## src/rtl/led_matrix_pkg.sv

```systemverilog
// Shared dot-matrix geometry and row-pattern type, used by the scan driver and the pattern generator.
package led_matrix_pkg;

    localparam int ROWS  = 5;
    localparam int COLS  = 7;
    localparam int ROW_W = 3;

    typedef logic [COLS-1:0] row_pattern_t;

endpackage

```

## src/rtl/row_scan_timer.sv

```systemverilog
// Per-row dwell counter and row index for the matrix scan; both clear while the scan is disabled.
module row_scan_timer
    import led_matrix_pkg::*;
#(
    parameter int ROWS  = 5,
    parameter int DWELL = 16384,
    parameter int DW    = (DWELL > 1) ? $clog2(DWELL) : 1
) (
    input  logic             CLOCK_50,
    input  logic             rst,
    input  logic             en,
    output logic [DW-1:0]    dcnt,
    output logic [ROW_W-1:0] ridx,
    output logic             row_end,
    output logic             frame_end
);

    assign row_end   = en && (dcnt == DW'(DWELL - 1));
    assign frame_end = row_end && (ridx == ROW_W'(ROWS - 1));

    always_ff @(posedge CLOCK_50 or posedge rst) begin
        if (rst) begin
            dcnt <= '0;
            ridx <= '0;
        end else if (!en) begin
            dcnt <= '0;
            ridx <= '0;
        end else if (row_end) begin
            dcnt <= '0;
            ridx <= frame_end ? '0 : ridx + 1'b1;
        end else begin
            dcnt <= dcnt + 1'b1;
        end
    end

endmodule

```

## src/rtl/led_frame_scan.sv

```systemverilog
// Double-buffered 5x7 LED frame store with frame-aligned bank swap and registered row/column scan.
// Optional macro LED_BLANK_EN forces columns off for the first BLANK cycles of every row dwell.
module led_frame_scan
    import led_matrix_pkg::*;
#(
    parameter int ROWS  = 5,
    parameter int COLS  = 7,
    parameter int DWELL = 16384,
    parameter int BLANK = 64
) (
    input  logic             CLOCK_50,
    input  logic             rst,
    input  logic             en,
    input  logic             wr_en,
    input  logic [ROW_W-1:0] wr_row,
    input  logic [COLS-1:0]  wr_data,
    input  logic             swap_req,
    output logic             swap_ack,
    output logic             frame_start,
    output logic [ROWS-1:0]  row,
    output logic [COLS-1:0]  column
);

    localparam int DW = (DWELL > 1) ? $clog2(DWELL) : 1;

    logic [COLS-1:0]  bank [2][ROWS];
    logic             front;
    logic             pend;
    logic [DW-1:0]    dcnt;
    logic [ROW_W-1:0] ridx;
    logic             row_end;
    logic             frame_end;
    logic             swap_want;
    logic             swap_now;
    logic             blank_now;
    logic             unused_sigs;

    row_scan_timer #(
        .ROWS  (ROWS),
        .DWELL (DWELL),
        .DW    (DW)
    ) u_timer (
        .CLOCK_50  (CLOCK_50),
        .rst       (rst),
        .en        (en),
        .dcnt      (dcnt),
        .ridx      (ridx),
        .row_end   (row_end),
        .frame_end (frame_end)
    );

`ifdef LED_BLANK_EN
    assign blank_now   = (dcnt < DW'(BLANK));
    assign unused_sigs = row_end;
`else
    assign blank_now   = 1'b0;
    assign unused_sigs = ^{dcnt, row_end, BLANK[0]};
`endif

    // A disabled scan has no frame boundary to wait for, so a swap goes through at once.
    assign swap_want = pend || swap_req;
    assign swap_now  = swap_want && (frame_end || !en);

    always_ff @(posedge CLOCK_50 or posedge rst) begin
        if (rst) begin
            front    <= 1'b0;
            pend     <= 1'b0;
            swap_ack <= 1'b0;
        end else begin
            swap_ack <= swap_now;
            if (swap_now) begin
                front <= ~front;
                pend  <= 1'b0;
            end else begin
                pend  <= swap_want;
            end
        end
    end

    // Writes target the bank that is back before this edge, so a coincident swap publishes them.
    always_ff @(posedge CLOCK_50 or posedge rst) begin
        if (rst) begin
            for (int b = 0; b < 2; b++) begin
                for (int r = 0; r < ROWS; r++) begin
                    bank[b][r] <= '0;
                end
            end
        end else if (wr_en && (wr_row < ROW_W'(ROWS))) begin
            bank[~front][wr_row] <= wr_data;
        end
    end

    always_ff @(posedge CLOCK_50 or posedge rst) begin
        if (rst) begin
            row         <= '0;
            column      <= '0;
            frame_start <= 1'b0;
        end else if (!en) begin
            row         <= '0;
            column      <= '0;
            frame_start <= 1'b0;
        end else begin
            row         <= ROWS'(1) << ridx;
            column      <= blank_now ? '0 : bank[front][ridx];
            frame_start <= (dcnt == '0) && (ridx == '0);
        end
    end

endmodule

```

## config.mk

```make
export PLATFORM = sky130hd
export DESIGN_NAME = led_frame_scan
export DESIGN_NICKNAME = d
export VERILOG_FILES = /design/src/rtl/led_matrix_pkg.sv /design/src/rtl/row_scan_timer.sv /design/src/rtl/led_frame_scan.sv
export SDC_FILE = /design/constraint.sdc
export NUM_CORES = 1
export LEC_CHECK = 0
export CELL_PAD_IN_SITES_DETAIL_PLACEMENT = 0
export CELL_PAD_IN_SITES_GLOBAL_PLACEMENT = 2
export CORE_ASPECT_RATIO = 1.5
export CORE_UTILIZATION = 42
export CTS_CLUSTER_SIZE = 14
export DETAILED_ROUTE_END_ITERATION = 10
export PLACE_DENSITY_LB_ADDON = 0.25
export SETUP_SLACK_MARGIN = 0.4
export SYNTH_ARGS = -nofsm -noshare
export SYNTH_HDL_FRONTEND = slang
export SYNTH_SLANG_ARGS = --single-unit
```

## constraint.sdc

```tcl
create_clock -name CLOCK_50 -period 4.4 [get_ports CLOCK_50]
set_clock_uncertainty 0.05 [all_clocks]
set_input_delay 0.66 -clock CLOCK_50 [delete_from_list [all_inputs] [get_ports CLOCK_50]]
set_output_delay 0.66 -clock CLOCK_50 [all_outputs]
set_load 0.01 [all_outputs]
```

==> results of run 1 <==
==> per-stage QoR <==
step	hold WS, ns	instance area (um2)	worst slack [ns]	total power [W]
4_1_cts	0.449	5360	1.90	0.00308
3_3_place_gp	0.432	5080	1.64	0.00228
2_1_floorplan	0.399	4680	0.986	0.00210
3_5_place_dp	0.436	5080	1.61	0.00232
6_report	0.448	5360	1.99	0.00305
5_1_grt	0.464	5360	1.77	0.00323
==> routing by layer <==
layer | wire [um] | share of wire (%) | vias to the layer above | GRT usage (%)
met3 | 258 | 2.8 | 18 | 4.27
li1 | - | - | 1325 | -
met5 | 0 | 0 | - | 0
met1 | 3750 | 40 | 1439 | 20.4
met2 | 5080 | 55 | 41 | 31.2
met4 | 212 | 2.3 | 0 | 6.99
==> layout make-up <==
class	count	area, um2
Timing Repair Buffer	31	303
Clock buffer	10	239
Inverter	10	40.0
Clock inverter	6	43.8
Multi-Input combinational cell	225	1980
Tap cell	144	180
Fill cell	990	5340
Sequential cell	103	2580
==> cells by family after synthesis <==
family / after synthesis
adders and majority gates: 7
muxes: 98
and+or+nand+nor: 83
buffers and inverters: 29
DFF: 103
xor gates and xnor gates: 10
AOI/OAI and AO/OA: 27
==> flip-flops by register name, indices dropped and copies added, names as in the netlist <==
signal,count
frame_start,1
front,1
u_timer.ridx,3
pend,1
bank,70
u_timer.dcnt,14
row,5
column,7
swap_ack,1
==> critical path, cell delays in order (launching register included) <==
cell and delay (ns):
dfrtp_1 0.42, ha_1 0.22, nand3_2 0.23, o41ai_4 0.92, o211ai_1 0.26, xnor2_1 0.19
==> where the power goes <==
group	total [W]	switching, W	internal [W]
Sequential	0.00150	0.000200	0.00130
Combinational	0.000786	0.000294	0.000492
Clock	0.000759	0.000359	0.000400
Total	0.00305	0.000852	0.00220
==> placed cells by master (no fill, tap or decap), types with 5 or more instances in the layout <==
| cell type | instances |
|---|---|
| and2_1 | 6 |
| clkbuf_16 | 9 |
| clkdlybuf4s50_1 | 28 |
| dfrtp_1 | 102 |
| ha_1 | 7 |
| inv_1 | 9 |
| mux2_2 | 70 |
| mux2i_1 | 21 |
| mux4_2 | 7 |
| nand2_1 | 18 |
| nand3_1 | 12 |
| nand4_1 | 5 |
| nor2_1 | 16 |
| o2111ai_1 | 7 |
| o21ai_0 | 13 |
| xnor2_1 | 7 |
==> worst min path at each step <==
stage,from,endpoint,slack [ns],cells past startpoint
2_1_floorplan,u_timer.dcnt[13],frame_start,0.40,1
3_3_place_gp,bank[30],bank[30],0.43,1
3_5_place_dp,u_timer.dcnt[13],frame_start,0.44,1
4_1_cts,u_timer.dcnt[13],frame_start,0.45,1
5_1_grt,bank[23],bank[23],0.46,1
6_report,u_timer.dcnt[13],frame_start,0.45,1
==> reports/qor.yml, run 1 <==
run_status:
  status: "finished clean"
critical_path:
  cp_max_fo: 16
  path_class: "reg -> reg"
  start_kind: "flip-flop"
  crit_end: "front"
  critPathArrivalTime_ns: 2.58
  crit_required_ns: 4.57
  r2r-end: "front"
  startpoint: "u_timer.dcnt[0]"
  worst_setup_path_end_kind: "flip-flop"
  r2r_slack_ns: 1.99
  r2r_cells: 5
  r2r-start: "u_timer.dcnt[0]"
floorplanning:
  core-area_um2: 10700
  die_y_um: 131
  start_util_pct: 43.7
  num_rows: 46
  die_area_um2: 11600
  pin_count: 29
  die_w_um: 88.2
yosys:
  yosys_warnings: 0
  netlist.area_leader.share_pct: 55.0
  yosysSeqAreaShare_pct: 55.0
  synth_compound_area_share_pct: 4.09
  synth_nets: 379
  synth.largest_area_cell: "dfrtp_1"
  synth_mux_area_share_pct: 24.7
  synthAdderAreaFrac_pct: 1.87
  synth.distinct_cells: 38
  ys_top_cells_by_count: "dfrtp_1, mux2_2, mux2i_1"
  synth-edff-count: 0
  syn_area_um2: 4680
  synth_xor_area_share_pct: 1.87
  synth-simple-area-share_pct: 9.72
  synth_top_family_by_area: "multiplexers"
  synthCells: 357
  synthTopCellsByArea: "dfrtp_1, mux2_2, mux2i_1"
  synth_most_common_cell: "dfrtp_1"
  avgSynthCellArea_um2: 13.1
  yosys_most_used_dff: "dfrtp_1"
  ys_seq_elements: 103
  asyncSetResetFlopFracSynth_pct: 100
route:
  drc: 0
  antenna_left: 0
  wire_per_inst_um: 17.6
  drtIter0Drc: 88
  via_per_inst: 5.34
  routed-via-count: 2823
  drt-pass1-iter-count: 4
  wl_mm: 9.30
pwr:
  p_leak_nw: 2.28
  ir_worst_vdd_uv: 286
  power.density_nw_per_um2: 568
global_route:
  grt_usage_pct: 17.8
  grt_pass1_wl_mm: 15.2
  overflow: 0
  antenna_found_initial: 0
  grt_max_degree: 78
  grt_pass1_vias: 2944
placed_design:
  dp_cells: 513
  port_buffers: 28
  gp_congestion: 0.775
  dp_hpwl_mm: 6.60
cells_and_area:
  nets: 402
  antenna_cells: 0
  area_growth_syn_to_layout_pct: 14.5
  drive_gt1_share_pct: 27.0
  fin_util_pct: 50.1
  stdcell_count: 529
sta:
  period_share_pct: 54.8
  setup_tns_ns: 0
  drv_slew: 0
  hold_viol: 0
  timing.fmax_mhz: 415
  slew_headroom_pct: 31.5
  worst_slew_pin_slew_ns: 1.02
  rsz0062_at_grt: "no"
  setup_viol: 0
  layout_min_cycle_time_ns: 2.41
cts:
  clock-root-buffer: "clkbuf_16"
  cts_tree: "done"
  ctsResizeCount: 0
  clkTransAtPathRegs_ns: 0.07
  worstSkewPairLatency_ns: 0.35
  cts_max_level: 3
  ctsHoldBuffers: 0
  clock_sinks: 103
  clockBufferDepth: 2
  postCtsSetupRepairBufs: 0
  cts-buffers-inserted: 9
run:
  cap_violations: 0
min_path:
  hold_class: "reg -> reg"
(Power assumes the default switching activity.)
==> run 2: changes to the inputs <==
--- a/config.mk
+++ b/config.mk
@@ -8,7 +8,7 @@
 export CELL_PAD_IN_SITES_DETAIL_PLACEMENT = 0
 export CELL_PAD_IN_SITES_GLOBAL_PLACEMENT = 2
 export CORE_ASPECT_RATIO = 1.5
-export CORE_UTILIZATION = 42
+export CORE_UTILIZATION = 38
 export CTS_CLUSTER_SIZE = 14
 export DETAILED_ROUTE_END_ITERATION = 10
 export PLACE_DENSITY_LB_ADDON = 0.25
==> constraint.sdc (replaced) <==
create_clock -name CLOCK_50 -period 2.2 [get_ports CLOCK_50]
set_clock_uncertainty 0.05 [all_clocks]
set_input_delay 0.33 -clock CLOCK_50 [delete_from_list [all_inputs] [get_ports CLOCK_50]]
set_output_delay 0.33 -clock CLOCK_50 [all_outputs]
set_load 0.01 [all_outputs]
==> reports/qor.yml, run 2 (synthesized netlist as in run 1, its figures left out) <==
run_status:
  status: "finished clean"
cts:
  clock_sinks: 103  # unchanged
  clockBufferDepth: 2  # unchanged
  clock-root-buffer: "clkbuf_16"
  worstSkewPairLatency_ns: 0.34  # about the same
  cts-buffers-inserted: 9  # unchanged
  clkTransAtPathRegs_ns: 0.07  # about the same
  cts_max_level: 3  # unchanged
  ctsHoldBuffers: 0  # unchanged
  cts_tree: "done"
global_route:
  grt_pass1_wl_mm: 16.0  # +5.5%
  overflow: 0  # unchanged
  grt_pass1_vias: 3006  # +2.1%
  grt_max_degree: 53  # -32%
  grt_usage_pct: 16.8  # -1.0 points
  antenna_found_initial: 0  # unchanged
route:
  drt-pass1-iter-count: 4  # unchanged
  drtIter0Drc: 101  # +15%
  antenna_left: 0  # unchanged
  drc: 0  # unchanged
  via_per_inst: 5.08  # -4.8%
  wl_mm: 9.66  # +3.8%
  routed-via-count: 2900  # +2.7%
  wire_per_inst_um: 16.9  # -3.8%
floorplanning:
  die_w_um: 92.6  # +5.0%
  die_y_um: 138  # +5.1%
  core-area_um2: 12000  # +12%
  pin_count: 29  # unchanged
  start_util_pct: 39.0  # -4.8 points
  die_area_um2: 12800  # +10%
  num_rows: 49  # +6.5%
sta:
  setup_tns_ns: 0  # unchanged
  rsz0062_at_grt: "yes"
  drv_slew: 0  # unchanged
  worst_slew_pin_slew_ns: 0.439  # -0.581 ns
  period_share_pct: 80.9  # +26 points
  layout_min_cycle_time_ns: 1.78  # -0.629 ns
  whs_ns: 0.365  # -0.0828 ns
  setup_viol: 0  # unchanged
  slew_headroom_pct: 70.6  # +39 points
  hold_viol: 0  # unchanged
  timing.fmax_mhz: 562  # +35%
critical_path:
  critPathArrivalTime_ns: 2.00  # -0.58 ns
  crit_end: "u_timer.ridx[2]"
  worst_setup_path_end_kind: "flip-flop"
  r2r-start: "u_timer.dcnt[1]"
  r2r_cells: 5  # unchanged
  cp_max_fo: 6  # -10
  start_kind: "flip-flop"
  r2r_slack_ns: 0.42  # -1.57 ns
  r2r-end: "u_timer.ridx[2]"
  startpoint: "u_timer.dcnt[1]"
  crit_required_ns: 2.42  # -2.15 ns
  path_class: "reg -> reg"
pwr:
  p_leak_nw: 2.47  # +8.2%
  power_w: 0.00633  # +110%
  power.density_nw_per_um2: 1110  # +95%
  ir_worst_vdd_uv: 479  # +67%
placed_design:
  dp_hpwl_mm: 6.95  # +5.3%
  dp_cells: 544  # +6.0%
  gp_congestion: 0.750  # -3.3%
  port_buffers: 28  # unchanged
cells_and_area:
  area_growth_syn_to_layout_pct: 21.9
  layout_common_cells: "dfrtp_1, mux2_2, buf_4, clkdlybuf4s50_1, mux2i_1"
  largest_reg_flops: 70  # unchanged
  nets: 435  # +8.2%
  top_register: "bank"
  antenna_cells: 0  # unchanged
  final_common_cell: "dfrtp_1"
  reg.largest.list: "bank: 70 flops, u_timer.dcnt: 14 flops, column: 7 flops"
  drive_gt1_share_pct: 33.5  # +6.5 points
  fin_util_pct: 47.5  # -2.6 points
  fill_cells: 1147  # +16%
  stdcell_count: 571  # +7.9%
min_path:
  hold_class: "in -> async"
run:
  cap_violations: 0  # unchanged
-- run 2: what timing repair did --
item | 4_1_cts | 5_1_grt
gates resized for setup | 2 | 7
setup endpoints to repair | 21 | 25
pin swaps | 1 | 4
setup buffers | 0 | 11
-- run 2: layer usage --
layer	up-vias	track usage (%)	routed length, um	share of wire, %
met4	0	6.75	152	1.6
met3	11	2.74	216	2.2
met5	-	0	0	0
met1	1466	20.1	4070	42
met2	36	30.0	5220	54
li1	1387	-	-	-
-- run 2: how the worst min path moves through the flow --
stage	startpoint	to	slack, ns
6_report	rst	row[0]	0.37
5_1_grt	rst	row[4]	0.38
4_1_cts	rst	row[0]	0.37
3_5_place_dp	u_timer.dcnt[13]	frame_start	0.43
3_3_place_gp	u_timer.dcnt[13]	frame_start	0.43
2_1_floorplan	u_timer.dcnt[13]	frame_start	0.40
-- run 2: worst max-delay path: stages (launching register included) --
cell and delay [ns]:
dfrtp_1 0.44, ha_4 0.19, nand3_4 0.09, o41ai_4 0.48, or3b_1 0.39, o21ai_1 0.07
-- run 2: through the flow --
stage	instance area, um2	setup slack, ns
6_report	5710	0.420
5_1_grt	5710	0.317
4_1_cts	5600	0.395
3_5_place_dp	5280	0.166
3_3_place_gp	5280	0.186
2_1_floorplan	4690	0.422
-- run 2: area by class of cell --
| type | count | area, um2 | area share, % |
|---|---|---|---|
| clock inverters | 5 | 65.1 | 1.14 |
| well taps | 153 | 191 | 3.35 |
| multi-input cells | 225 | 2000 | 35.1 |
| flip-flops and latches | 103 | 2580 | 45.3 |
| clock buffers | 11 | 243 | 4.25 |
| repair buffers | 64 | 579 | 10.1 |
| inverters | 10 | 41.3 | 0.723 |
-- run 2: power by group --
| part | internal [W] | switching (W) |
|---|---|---|
| combinational | 0.00109 | 0.000619 |
| sequential | 0.00261 | 0.000386 |
| clock | 0.000924 | 0.000701 |
| total | 0.00462 | 0.00171 |
